File: config.mk
export PLATFORM = sky130hd
export DESIGN_NAME = i2c_slave_regfile
export DESIGN_NICKNAME = d
export VERILOG_FILES = /design/src/rtl/i2c_slave_regfile.sv
export SDC_FILE = /design/constraint.sdc
export NUM_CORES = 1
export LEC_CHECK = 0
export BUFFER_PORTS_ARGS = -buffer_cell sky130_fd_sc_hd__buf_4
export CORE_AREA = 4 4 163 196
export DETAILED_ROUTE_END_ITERATION = 10
export DIE_AREA = 0 0 167 200
export PLACE_DENSITY_LB_ADDON = 0.12
export SLEW_MARGIN = 40
export SYNTH_ARGS = -nofsm -noshare
export SYNTH_HDL_FRONTEND = slang
export SYNTH_SLANG_ARGS = --single-unit
File: constraint.sdc
create_clock -name clk -period 3.2 [get_ports clk]
set_clock_uncertainty 0.2 [all_clocks]
set_input_delay 0.48 -clock clk [delete_from_list [all_inputs] [get_ports clk]]
set_output_delay 0.48 -clock clk [all_outputs]
set_load 0.02 [all_outputs]
File: src/rtl/i2c_slave_regfile.sv
// I2C target with a byte-wide register file, accessed with a pointer-byte protocol.
// Latency: bus events act 3 clk after the pin changes; wr_strobe fires 1 clk after the 8th SCL rise.
// Backpressure: none; every matched byte is ACKed and SCL is never stretched.
module i2c_slave_regfile #(
  parameter logic [6:0] SLAVE_ADDR = 7'h50,
  parameter int         NUM_REGS   = 16,
  localparam int        PTR_W      = $clog2(NUM_REGS)
) (
  input  logic             clk,
  input  logic             resetn,
  input  logic             scl_in,
  input  logic             sda_in,
  output logic             scl_out,
  output logic             sda_out,
  output logic             wr_strobe,
  output logic [PTR_W-1:0] wr_addr,
  output logic [7:0]       wr_data
);

  typedef enum logic [2:0] {IDLE, ADDR, ACK_ADDR, PTR, ACK_DATA, WRITE, READ, MACK} state_t;

  state_t             state, state_n;
  logic               scl_s0, scl_s1, scl_d;
  logic               sda_s0, sda_s1, sda_d;
  logic [3:0]         bit_cnt, bit_cnt_n;
  logic [7:0]         shreg, shreg_n;
  logic [7:0]         rx_byte;
  logic [PTR_W-1:0]   ptr, ptr_n;
  logic               rw, rw_n;
  logic               sda_q, sda_n;
  logic               we;
  logic [7:0]         regs [NUM_REGS];

  // Idle bus is high, so the synchronizers reset to 1 to avoid a spurious edge.
  always_ff @(posedge clk or negedge resetn) begin
    if (!resetn) begin
      {scl_s0, scl_s1, scl_d} <= 3'b111;
      {sda_s0, sda_s1, sda_d} <= 3'b111;
    end else begin
      {scl_s0, scl_s1, scl_d} <= {scl_in, scl_s0, scl_s1};
      {sda_s0, sda_s1, sda_d} <= {sda_in, sda_s0, sda_s1};
    end
  end

  wire scl_rise  = scl_s1 & ~scl_d;
  wire scl_fall  = ~scl_s1 & scl_d;
  wire start_det = scl_s1 & sda_d & ~sda_s1;
  wire stop_det  = scl_s1 & ~sda_d & sda_s1;

  always_comb begin
    state_n   = state;
    bit_cnt_n = bit_cnt;
    shreg_n   = shreg;
    ptr_n     = ptr;
    rw_n      = rw;
    sda_n     = sda_q;
    we        = 1'b0;
    rx_byte   = {shreg[6:0], sda_s1};
    if (start_det) begin
      state_n   = ADDR;
      bit_cnt_n = '0;
      sda_n     = 1'b1;
    end else if (stop_det) begin
      state_n   = IDLE;
      bit_cnt_n = '0;
      sda_n     = 1'b1;
    end else begin
      case (state)
        ADDR, PTR, WRITE: begin
          if (scl_rise) begin
            shreg_n   = rx_byte;
            bit_cnt_n = bit_cnt + 4'd1;
            if (bit_cnt == 4'd7) begin
              bit_cnt_n = '0;
              case (state)
                ADDR: begin
                  if (rx_byte[7:1] == SLAVE_ADDR) begin
                    rw_n    = rx_byte[0];
                    state_n = ACK_ADDR;
                  end else begin
                    state_n = IDLE;
                  end
                end
                PTR: begin
                  ptr_n   = rx_byte[PTR_W-1:0];
                  state_n = ACK_DATA;
                end
                default: begin
                  we      = 1'b1;
                  ptr_n   = ptr + 1'b1;
                  state_n = ACK_DATA;
                end
              endcase
            end
          end
        end
        // sda_q still high on the first fall means the ACK has not been driven yet.
        ACK_ADDR: begin
          if (scl_fall) begin
            if (sda_q) begin
              sda_n = 1'b0;
            end else if (rw) begin
              sda_n     = regs[ptr][7];
              shreg_n   = {regs[ptr][6:0], 1'b0};
              bit_cnt_n = 4'd1;
              state_n   = READ;
            end else begin
              sda_n   = 1'b1;
              state_n = PTR;
            end
          end
        end
        ACK_DATA: begin
          if (scl_fall) begin
            if (sda_q) begin
              sda_n = 1'b0;
            end else begin
              sda_n   = 1'b1;
              state_n = WRITE;
            end
          end
        end
        // bit_cnt counts bits already driven; 0 means the byte still has to be loaded.
        READ: begin
          if (scl_fall) begin
            if (bit_cnt == 4'd0) begin
              sda_n     = regs[ptr][7];
              shreg_n   = {regs[ptr][6:0], 1'b0};
              bit_cnt_n = 4'd1;
            end else if (bit_cnt == 4'd8) begin
              sda_n     = 1'b1;
              bit_cnt_n = '0;
              state_n   = MACK;
            end else begin
              sda_n     = shreg[7];
              shreg_n   = {shreg[6:0], 1'b0};
              bit_cnt_n = bit_cnt + 4'd1;
            end
          end
        end
        MACK: begin
          if (scl_rise) begin
            if (!sda_s1) begin
              ptr_n     = ptr + 1'b1;
              bit_cnt_n = '0;
              state_n   = READ;
            end else begin
              state_n = IDLE;
            end
          end
        end
        default: ;
      endcase
    end
  end

  always_ff @(posedge clk or negedge resetn) begin
    if (!resetn) begin
      state     <= IDLE;
      bit_cnt   <= '0;
      shreg     <= '0;
      ptr       <= '0;
      rw        <= 1'b0;
      sda_q     <= 1'b1;
      wr_strobe <= 1'b0;
      wr_addr   <= '0;
      wr_data   <= '0;
    end else begin
      state     <= state_n;
      bit_cnt   <= bit_cnt_n;
      shreg     <= shreg_n;
      ptr       <= ptr_n;
      rw        <= rw_n;
      sda_q     <= sda_n;
      wr_strobe <= we;
      if (we) begin
        wr_addr <= ptr;
        wr_data <= rx_byte;
      end
    end
  end

  always_ff @(posedge clk or negedge resetn) begin
    if (!resetn) begin
      for (int i = 0; i < NUM_REGS; i++) regs[i] <= '0;
    end else if (we) begin
      regs[ptr] <= rx_byte;
    end
  end

  assign scl_out = 1'b1;
  assign sda_out = sda_q;

endmodule

==> results.sh <==
export IMPL_wl_met3_um=499
export IMPL_ant_nets=0
export IMPL_crit_type="flop to flop"
export IMPL_dp_cells=1011
export IMPL_clockBufferDepth=2
export IMPL_postSynthRegisterBits=168
export IMPL_seq_power_share_pct=42.3
export IMPL_root_buffer="clkbuf_16"
export IMPL_slowest_stage="and2_1"
export IMPL_fillCellCount=2965
export IMPL_n_antenna_cell=0
export IMPL_syn_inst=616
export IMPL_fin_crit_ns=2.80
export IMPL_yosysWarnings=0
export IMPL_cp_arrival_ns=2.91
export IMPL_overflow=0
export IMPL_syn_nets=626
export IMPL_cp_cell_sequence="nand3b_4, nor4_4, and2_1, nand2_8, mux2_4"
export IMPL_die_area_um2=33400
export IMPL_cts_setup_buffers=0
export IMPL_first_pass_iters=4
export IMPL_vias=5104
export IMPL_top_layer_used="met4"
export IMPL_syn_area_um2=8890
export IMPL_syn_area_per_cell_um2=14.4
export IMPL_cp_start_kind="flop"
export IMPL_critPathTopFamily="simple AND/OR/NAND/NOR gates"
export IMPL_cp_max_fo=10
export IMPL_slew_headroom_pct=47.5
export IMPL_setup_violations=0
export IMPL_outcome="finished, final reports clean"
export IMPL_cts_buffers_inserted=17
export IMPL_grt_use_total_pct=13.9
export IMPL_critPathMaxStageDelay_ns=0.70
export IMPL_rsz0062_at_grt="no"
export IMPL_path_buf_inv=0
export IMPL_initial_utilization_pct=29.4
export IMPL_io_pins=19
export IMPL_htree_levels=4
export IMPL_dp_hpwl_um=14700
export IMPL_max_vdd_ir_drop_mv=0.347
export IMPL_clkTransAtPathRegs_ns=0.07
export IMPL_pwr_share_comb_pct=23.2
export IMPL_fin_crit_sh_pct=87.6
export IMPL_port_buffers=17
export IMPL_die_x_um=167
export IMPL_p_leak_uw=0.00482
export IMPL_min_path_type="flop to flop"
export IMPL_swShare_pct=34.1
export IMPL_stdcell_count=1046
export IMPL_synth_edff_count=0
export IMPL_wl_um=22400
export IMPL_worstMarginPinSlew_ns=0.787
export IMPL_p_per_area_nw_per_um2=583
export IMPL_slew_violations=0
export IMPL_grt_max_degree=78
export IMPL_ys_flop_type="dfrtp_1"
export IMPL_timing_fmax_mhz=357
export IMPL_wl_per_cell_um=21.4
export IMPL_grt_pass1_wl_um=35400
export IMPL_required_ns=3.31
export IMPL_drc_errors=0
export IMPL_async_reset_ff_share_pct=100
export IMPL_synthDistinctLibCells=63
export IMPL_setup_tns_ns=0
export IMPL_cts_sinks=168
export IMPL_cts_resized=0
export IMPL_wl_met2_um=11100
export IMPL_vias_per_cell=4.88
export IMPL_endpoint_kind="flop"
export IMPL_cap_viol_max_count=0
export IMPL_hold_viol=0
export IMPL_p_switching_uw=2010
export IMPL_cts_hold_buf=3
export IMPL_gp_congestion=0.766
export IMPL_area_growth_pct=13.8
export IMPL_die_h_um=200
export IMPL_drt_initial_drc_count=333
export IMPL_internal_power_uw=3890
export IMPL_clkPwrFrac_pct=34.5
export IMPL_finalNetCount=647
export IMPL_grt_pass1_vias=5539
export IMPL_row_count=70
export IMPL_m1WireLength_um=10400
export IMPL_drive_gt1_share_pct=43.5
export IMPL_cts_tree="built"
export IMPL_core_area_um2=30200
export IMPL_ys_seq_area_share_pct=47.4
export IMPL_clock_latency_ns=0.43
export IMPL_antenna_found_initial=0
[worst paths after layout]
kind                            slack [ns]   endpoint  startpoint  cells past startpoint
worst min register to register        0.16     scl_s1      scl_s0                      0
worst min-delay path                  0.16     scl_s1      scl_s0                      0
worst max-delay path                  0.40  regs[110]      scl_s1                      5
max in group asynchronous             1.47     ptr[1]      resetn                      3
min in group asynchronous             0.45   regs[54]      resetn                      2
worst max register to register        0.40  regs[110]      scl_s1                      5
[layer usage]
metal  GRT usage, %  up-vias
met5              0        -
met4           4.12        0
met2           23.6       53
met3           2.38       20
met1           18.5     2737
li1               -     2294
[cell families (layout without fill, tap and decap cells)]
kind of cell	after synthesis	after routing	synth area share (%)
fa+ha+maj	7	7	0.957
buf+inv	58	92	3.24
mux	178	178	31.4
simple gates	123	123	10.3
xor+xnor	1	1	0.0986
flops	168	168	47.4
other cells	1	1	0.0422
compound gates	80	80	6.50
[cells in the mapped netlist, types with 9 or more instances]
library cell | n | area share (%)
mux4_2 | 28 | 7.1
nand2_1 | 28 | 1.2
a21oi_1 | 14 | 0.79
buf_2 | 11 | 0.62
dfrtp_1 | 161 | 45
clkbuf_1 | 24 | 1.0
nand3_1 | 11 | 0.62
mux2_4 | 128 | 22
nor2_1 | 17 | 0.72
mux2_2 | 16 | 2.0
a31oi_1 | 9 | 0.63
o21ai_0 | 11 | 0.62
a22oi_1 | 14 | 1.2
nand2b_1 | 9 | 0.63
inv_1 | 10 | 0.42
nand2_8 | 16 | 3.6
[final cells by class]
type	instances	area (um2)	area share [%]
inverter	10	37.5	0.371
clock buffer	19	433	4.28
tap	396	495	4.90
sequential	168	4220	41.7
timing repair buffer	50	402	3.97
multi-input combinational	390	4390	43.4
clock inverter	13	135	1.34
[power by group through the flow]
stage / Clock [uW] / Combinational [uW] / Sequential (uW)
floorplan: 0 / 959 / 2410
global placement: 0 / 1380 / 2520
finish: 2040 / 1370 / 2490
CTS: 2100 / 1390 / 2500
global route: 2190 / 1510 / 2530
detailed placement: 0 / 1380 / 2530
[stage by stage]
stage               total power (uW)  worst slack [ns]  util, %  instance area [um2]  hold WS (ns)
global placement                3900             0.462     31.5                 9510         0.154
detailed placement              3910             0.420     31.5                 9510         0.147
finish                          5900             0.398     33.5                10100         0.155
CTS                             5990             0.397     33.5                10100         0.161
floorplan                       3370             0.970        -                 8890       -0.0156
global route                    6220             0.252     33.5                10100         0.163
[cell usage in the layout, fill, tap and decap left out, types with 3 or more instances in the layout]
cell type,instances
a2bb2oi_1,4
mux2i_1,6
inv_1,10
dfrtp_1,158
dfrtp_2,3
mux2_4,128
nand2_8,16
nand3_1,11
a22oi_1,14
a21oi_1,14
inv_6,6
dfstp_2,7
and2_1,8
nor2_1,16
nand3b_1,5
mux4_2,28
nor4bb_1,4
nand2b_1,9
buf_4,45
clkbuf_16,17
mux2_2,16
nor2b_1,7
o21ai_0,11
ha_1,6
nand2_1,28
a31oi_1,9
dlygate4sd3_1,3
[state kept, by name, summed over array words and instances, names as in the netlist, 3 cells and up]
signal / count
bit_cnt: 4
ptr: 4
regs: 128
shreg: 8
state: 3
wr_addr: 4
wr_data: 8
Note: power is estimated with default switching activity, not from simulation.
